--- config.mk ---
export PLATFORM = sky130hd
export DESIGN_NAME = alu_iterative
export DESIGN_NICKNAME = d
export VERILOG_FILES = /design/src/rtl/alu_iterative.sv
export SDC_FILE = /design/constraint.sdc
export NUM_CORES = 1
export LEC_CHECK = 0
export CORE_ASPECT_RATIO = 0.7
export CORE_UTILIZATION = 35
export DETAILED_ROUTE_END_ITERATION = 6
export GPL_TIMING_DRIVEN = 0
export PLACE_DENSITY_LB_ADDON = 0.1
export SYNTH_ARGS = -nofsm -noshare
export SYNTH_HDL_FRONTEND = slang
export SYNTH_SLANG_ARGS = --single-unit
--- constraint.sdc ---
create_clock -name clk -period 8.4 [get_ports clk]
set_input_delay 2.1 -clock clk [delete_from_list [all_inputs] [get_ports clk]]
set_output_delay 2.1 -clock clk [all_outputs]
set_load 0.02 [all_outputs]
--- src/rtl/alu_iterative.sv ---
// ---------------------------------------------------------------------------
// alu_iterative
//
// Multi-cycle execute-stage ALU. Logic, add/sub and compare ops finish in one
// registered cycle. Unsigned multiply, divide and remainder iterate for WIDTH
// cycles. The control path stalls on the start/ready/done handshake.
//
// Handshake: a request is accepted on a rising edge where start=1 and
// ready=1. Operands and opcode are sampled on that edge. done pulses for
// exactly one cycle when ALUResult and the flags are updated. ready stays low
// while an iterative op runs. A start seen while ready=0 is dropped, so the
// requester must hold start until it sees ready.
//
// Ports
//   clk          rising-edge clock
//   reset        asynchronous, active-high reset
//   start        request strobe
//   a, b         operands (WIDTH bits)
//   ALUControl   4-bit opcode
//   ready        idle, able to accept start
//   done         one-cycle completion pulse
//   ALUResult    registered result, held until the next done
//   zero         ALUResult == 0
//   overflow     signed overflow of the last ADD/SUB
//   div_by_zero  last DIVU/REMU had b == 0
//   o_dbg_state  current FSM state (0 = IDLE, 1 = ITER)
// ---------------------------------------------------------------------------
module alu_iterative #(
  parameter int WIDTH = 32
) (
  input  logic             clk,
  input  logic             reset,
  input  logic             start,
  input  logic [WIDTH-1:0] a,
  input  logic [WIDTH-1:0] b,
  input  logic [3:0]       ALUControl,
  output logic             ready,
  output logic             done,
  output logic [WIDTH-1:0] ALUResult,
  output logic             zero,
  output logic             overflow,
  output logic             div_by_zero,
  output logic             o_dbg_state
);

  localparam int CW = $clog2(WIDTH + 1);

  localparam logic [3:0] OP_AND  = 4'b0000;
  localparam logic [3:0] OP_OR   = 4'b0001;
  localparam logic [3:0] OP_ADD  = 4'b0010;
  localparam logic [3:0] OP_SLTU = 4'b0011;
  localparam logic [3:0] OP_SUB  = 4'b0110;
  localparam logic [3:0] OP_SLT  = 4'b0111;
  localparam logic [3:0] OP_NOR  = 4'b1100;
  localparam logic [3:0] OP_MUL  = 4'b1000;
  localparam logic [3:0] OP_DIVU = 4'b1001;
  localparam logic [3:0] OP_REMU = 4'b1010;

  typedef enum logic {
    S_IDLE = 1'b0,
    S_ITER = 1'b1
  } state_t;

  state_t r_state;
  state_t w_state_n;

  logic [CW-1:0]    r_cnt;
  logic [3:0]       r_op;
  // MUL: r_x is the multiplicand (shifts left), r_y the multiplier (shifts
  // right), r_acc the running product.
  // DIV: r_x holds the dividend and collects quotient bits, r_y is the
  // divisor, and r_acc is the WIDTH+1-bit partial remainder.
  logic [WIDTH-1:0] r_x;
  logic [WIDTH-1:0] r_y;
  logic [WIDTH:0]   r_acc;

  logic [WIDTH-1:0] r_result;
  logic             r_zero;
  logic             r_ovf;
  logic             r_dbz;
  logic             r_done;

  logic             w_accept;
  logic             w_launch;
  logic             w_finish;

  // ---------------- single-cycle datapath (live inputs) ----------------
  logic [WIDTH-1:0] w_sum;
  logic [WIDTH-1:0] w_diff;
  logic             w_b_zero;
  logic             w_iter_op;
  logic [WIDTH-1:0] w_sc_result;
  logic             w_sc_ovf;
  logic             w_sc_dbz;

  assign w_sum    = a + b;
  assign w_diff   = a - b;
  assign w_b_zero = (b == '0);
  // A zero divisor is resolved at acceptance and never enters ITER.
  assign w_iter_op = (ALUControl == OP_MUL) ||
                     (((ALUControl == OP_DIVU) || (ALUControl == OP_REMU)) && !w_b_zero);

  always_comb begin
    w_sc_result = '0;
    w_sc_ovf    = 1'b0;
    w_sc_dbz    = 1'b0;
    case (ALUControl)
      OP_AND:  w_sc_result = a & b;
      OP_OR:   w_sc_result = a | b;
      OP_ADD: begin
        w_sc_result = w_sum;
        w_sc_ovf    = (a[WIDTH-1] == b[WIDTH-1]) && (w_sum[WIDTH-1] != a[WIDTH-1]);
      end
      OP_SLTU: w_sc_result = {{(WIDTH-1){1'b0}}, (a < b)};
      OP_SUB: begin
        w_sc_result = w_diff;
        w_sc_ovf    = (a[WIDTH-1] != b[WIDTH-1]) && (w_diff[WIDTH-1] != a[WIDTH-1]);
      end
      OP_SLT:  w_sc_result = {{(WIDTH-1){1'b0}}, ($signed(a) < $signed(b))};
      OP_NOR:  w_sc_result = ~(a | b);
      OP_DIVU: begin
        w_sc_result = '1;
        w_sc_dbz    = 1'b1;
      end
      OP_REMU: begin
        w_sc_result = a;
        w_sc_dbz    = 1'b1;
      end
      default: w_sc_result = '0;
    endcase
  end

  // ---------------- iterative step datapath ----------------
  logic [WIDTH-1:0] w_mul_acc;
  logic [WIDTH:0]   w_rem_sh;
  logic [WIDTH:0]   w_trial;
  logic             w_div_ok;
  logic [WIDTH:0]   w_rem_n;
  logic [WIDTH-1:0] w_quo_n;
  logic [WIDTH-1:0] w_iter_result;

  assign w_mul_acc = r_acc[WIDTH-1:0] + (r_y[0] ? r_x : '0);
  // Restoring step: bring in the next dividend bit and try subtracting the
  // divisor. The extra top bit of the trial difference acts as the borrow.
  assign w_rem_sh  = {r_acc[WIDTH-1:0], r_x[WIDTH-1]};
  assign w_trial   = w_rem_sh - {1'b0, r_y};
  assign w_div_ok  = ~w_trial[WIDTH];
  assign w_rem_n   = w_div_ok ? w_trial : w_rem_sh;
  assign w_quo_n   = {r_x[WIDTH-2:0], w_div_ok};

  always_comb begin
    w_iter_result = '0;
    case (r_op)
      OP_MUL:  w_iter_result = w_mul_acc;
      OP_DIVU: w_iter_result = w_quo_n;
      OP_REMU: w_iter_result = w_rem_n[WIDTH-1:0];
      default: w_iter_result = '0;
    endcase
  end

  // ---------------- FSM ----------------
  always_ff @(posedge clk or posedge reset) begin
    if (reset) r_state <= S_IDLE;
    else       r_state <= w_state_n;
  end

  always_comb begin
    w_state_n = r_state;
    w_accept  = 1'b0;
    w_launch  = 1'b0;
    w_finish  = 1'b0;
    case (r_state)
      S_IDLE: begin
        if (start) begin
          w_accept = 1'b1;
          if (w_iter_op) begin
            w_launch  = 1'b1;
            w_state_n = S_ITER;
          end
        end
      end
      S_ITER: begin
        // The counter reaches 0 on this edge, so the last step is taken now.
        if (r_cnt == CW'(1)) begin
          w_finish  = 1'b1;
          w_state_n = S_IDLE;
        end
      end
      default: w_state_n = S_IDLE;
    endcase
  end

  // ---------------- datapath registers ----------------
  always_ff @(posedge clk or posedge reset) begin
    if (reset) begin
      r_cnt    <= '0;
      r_op     <= '0;
      r_x      <= '0;
      r_y      <= '0;
      r_acc    <= '0;
      r_result <= '0;
      r_zero   <= 1'b1;
      r_ovf    <= 1'b0;
      r_dbz    <= 1'b0;
      r_done   <= 1'b0;
    end else begin
      r_done <= 1'b0;

      if (w_accept && !w_launch) begin
        r_result <= w_sc_result;
        r_zero   <= (w_sc_result == '0);
        r_ovf    <= w_sc_ovf;
        r_dbz    <= w_sc_dbz;
        r_done   <= 1'b1;
      end

      if (w_launch) begin
        r_op  <= ALUControl;
        r_cnt <= CW'(WIDTH);
        r_x   <= a;
        r_y   <= b;
        r_acc <= '0;
      end

      if (r_state == S_ITER) begin
        r_cnt <= r_cnt - CW'(1);
        if (r_op == OP_MUL) begin
          r_acc <= {1'b0, w_mul_acc};
          r_x   <= {r_x[WIDTH-2:0], 1'b0};
          r_y   <= {1'b0, r_y[WIDTH-1:1]};
        end else begin
          r_acc <= w_rem_n;
          r_x   <= w_quo_n;
        end
        if (w_finish) begin
          r_result <= w_iter_result;
          r_zero   <= (w_iter_result == '0);
          r_ovf    <= 1'b0;
          r_dbz    <= 1'b0;
          r_done   <= 1'b1;
        end
      end
    end
  end

  assign ready       = (r_state == S_IDLE);
  assign done        = r_done;
  assign ALUResult   = r_result;
  assign zero        = r_zero;
  assign overflow    = r_ovf;
  assign div_by_zero = r_dbz;
  assign o_dbg_state = r_state;

endmodule

==> results.md <==
* GRT Util Overall at 33.2%
* Slew Viols, Final at 0
* FF-to-FF Start: r_y[0]
* Core ar. at 47000 um^2
* Syn nets at 2555
* First-pass GRT wire length at 120 mm
* Layout cells sized above 1 at 3.22%
* Via density at 6.25
* Hold slack at 0.475 ns
* Latest clock arrival within the worst-skew pair at 0.44 ns
* Height of the die at 186 um
* Largest stage delay, worst path at 0.90 ns
* Hold Fails Final Rpt at 0
* RSZ-0062 raised after global routing: false
* Pleak at 0.00845 uW
* GR met2 Demand/Resource at 45.5%
* CP Launch Type: input pin
* Synthesis warning total at 0
* Gate Count Post-Synth at 2315
* Chip width at 264 um
* Final Skew at 0.00956 ns
* # setup viols final at 0
* # H-tree levels at 4
* Most common cell after layout, fill and taps aside: nand2_1
* Slew @ Worst Pin at 1.42 ns
* Setup tns final at 0 ns
* Rows at 66
* Post-cts sizing count at 0
* Number of routed nets with antenna violations at 0
* Top cell type by total area after synthesis: dfrtp_1
* CP cell instances: clkdlybuf4s50_1 -> ha_1 -> inv_1 -> fa_1 -> nor2b_1 -> o21ai_0 -> a2111oi_0 -> clkbuf_2 -> nor3_1 -> o41ai_1 -> a21oi_1 -> o21ai_1 -> a21oi_1 -> a311oi_1 -> nand4b_1 -> nor4_1 -> and4_1 -> a221o_1
* CTS buffer count at 17
* CP Max Fanout at 4
* Setup crit end kind: flip-flop
* CTS tree: done
* Top_reg_cell synth: dfrtp_1
* Hold Crit Class: reg2reg
* Post-synth EDFFs at 0
* Worst Setup SP: b[0]
* Die Footprint at 49100 um^2
* Slowest CP cell: o41ai_1
* DRT Wirelength at 82.8 mm
* Comb pwr share at 66.6%
* Drt wl/cell at 27.0 um
* DR vias at 19171
* NetSw at 3600 uW
* Io pins at 109
* Remaining global-route overflow at 0
* Drt pass-1 iters at 7
* Ranking of synthesized cells by area: dfrtp_1 21%, ha_1 12%, a21oi_1 7.1%
* Root buffer cell: clkbuf_16
* Post CTS Setup Buffer Count at 0
* Reg power frac at 20.5%
* Post-DP HPWL at 67.6 mm
* Clock transition at the registers of the reported paths at 0.06 ns
* Sw Ratio at 53.8%
* Clock network fraction of total power at 12.9%
* Initial antenna violation count at 3
* Hold buffers post-CTS at 0
* HP Start: r_cnt[5]
* Vias in the first global route at 17729
* Yosys reg bits at 143
* P&R area growth vs syn at 15.0%
* Post-synthesis sequential area ratio at 21.2%
* Data arrival, critical path at 8.14 ns
* Internal power at 3090 uW
* Avg Inst Size Synth at 7.29 um^2
* Gr busiest metal: met1
* Async SR Flop Fraction at 100%
* PD cells at 345 nW/um^2
* Synth cell types at 94
* Max Clock Freq at 129 MHz
* GRT met1 Usage at 48.6%
* MaxCap Viol Count at 0
* Setup CP Type: in2reg
* Top cell type's share of synthesized area at 21.1%
* Crit share post-route at 92.4%
* Initial Util at 35.9%
* Post-route DRC at 0
* # nets final at 2683
* Most frequent cells in the layout: 250 x nand2_1, 247 x nor2_1, 241 x a21oi_1
* Most frequent CP cell: a21oi_1
* CP Data Required Time at 8.78 ns
* Max IR drop VDD at 169 uV
* Rel. slew slack at 4.54%
* IO Port Bufs at 106
* Grt met3 use at 10.2%
* Sink Count at 143
* Post-Syn Area at 16900 um^2
* Largest net degree at the start of global routing at 91
* Clock tree buffer depth at 2
* Final min period at 7.76 ns
* Initial drt markers at 2701
* Outcome: finished, final reports clean
* GP Congestion at 0.999
worst max-delay path: cells and delay by family:
kind                       cells  cell delay [ns]
AOI/OAI and AO/OA              8             3.28
adders and majority gates      2             0.70
buffers and inverters          3             0.97
and+or+nand+nor                5             1.08
flip-flops by register name, summed over array words and instances (netlist names), 4 cells and up:
name / count
ALUResult: 32
r_x: 32
r_acc: 32
r_y: 32
r_op: 4
r_cnt: 6
logic make-up after synthesis:
family                   Yosys count  share of synthesized area (%)
multiplexers                      34                           2.11
buffers and inverters            288                           6.52
AND/OR/NAND/NOR                  771                           21.2
flip-flops                       143                           21.2
AO/OA/AOI/OAI                    842                           32.7
adder cells (fa/ha/maj)          169                           12.7
XOR/XNOR                          68                           3.53
final timing paths:
path | end | slack, ns | cells past startpoint
worst max-delay path | zero | 0.64 | 18
worst min-delay path | r_cnt[5] | 0.48 | 1
worst max register to register | zero | 1.78 | 16
worst min register to register | r_cnt[5] | 0.48 | 1
max in group asynchronous | zero | 5.38 | 3
min in group asynchronous | r_y[5] | 2.11 | 2
through the flow:
stage               instance area [um^2]  worst slack [ns]  cells  utilization (%)  total power (uW)
floorplan                          16900              2.46   2315                -              4060
global route                       19400             0.520   3068             41.3              7060
CTS                                19400             0.411   3066             41.3              6530
global placement                   18700            -0.318   3033             39.8              5620
detailed placement                 18700           -0.0418   3035             39.9              5650
finish                             19400             0.639   3069             41.3              6690
Yosys cell counts (7+ instances only):
cell,n
or3_1,8
buf_1,16
inv_1,151
o21bai_1,16
mux2i_1,27
ha_1,165
o211a_1,9
dfrtp_1,142
a211o_1,8
xor2_1,30
nor4_1,18
clkbuf_1,114
a22oi_1,24
o21a_1,23
a21oi_1,241
nor3_1,49
nand2_1,250
o2111ai_1,8
a2111oi_0,11
o211ai_1,29
o22ai_1,46
o221ai_1,17
nand4_1,21
a221o_1,13
a31oi_1,20
nor2_1,247
nand3_1,33
a21boi_0,13
and2_1,43
nor2b_1,20
a221oi_1,11
or2_2,7
nor3b_1,7
a21o_1,40
nand4b_1,7
xnor2_1,38
nand2b_1,22
a211oi_1,23
a22o_1,18
a31o_2,9
o21ai_0,169
o31ai_1,20
and3_1,11
routing by layer:
metal | up-vias | routed length (um)
li1 | 8679 | -
met1 | 9285 | 39000
met4 | 0 | 2470
met5 | - | 0
met2 | 1060 | 31800
met3 | 147 | 9490
layout make-up:
cell class	count	area [um^2]
Fill cell	4929	27600
Multi-Input combinational cell	1884	12200
Sequential cell	143	3580
Timing Repair Buffer	109	1100
Tap cell	612	766
Inverter	153	579
Buffer	135	526
Clock buffer	21	460
Clock inverter	10	185
Antenna cell	2	5.00
power groups by stage:
stage	logic, uW	registers, uW	clock network (uW)
after floorplan	2780	1280	0
after global placement	4260	1360	0
final	4460	1370	864
after detailed placement	4280	1360	0
after global routing	4770	1390	897
after CTS	4310	1350	867
No activity file was read; power rests on OpenSTA's default activity.
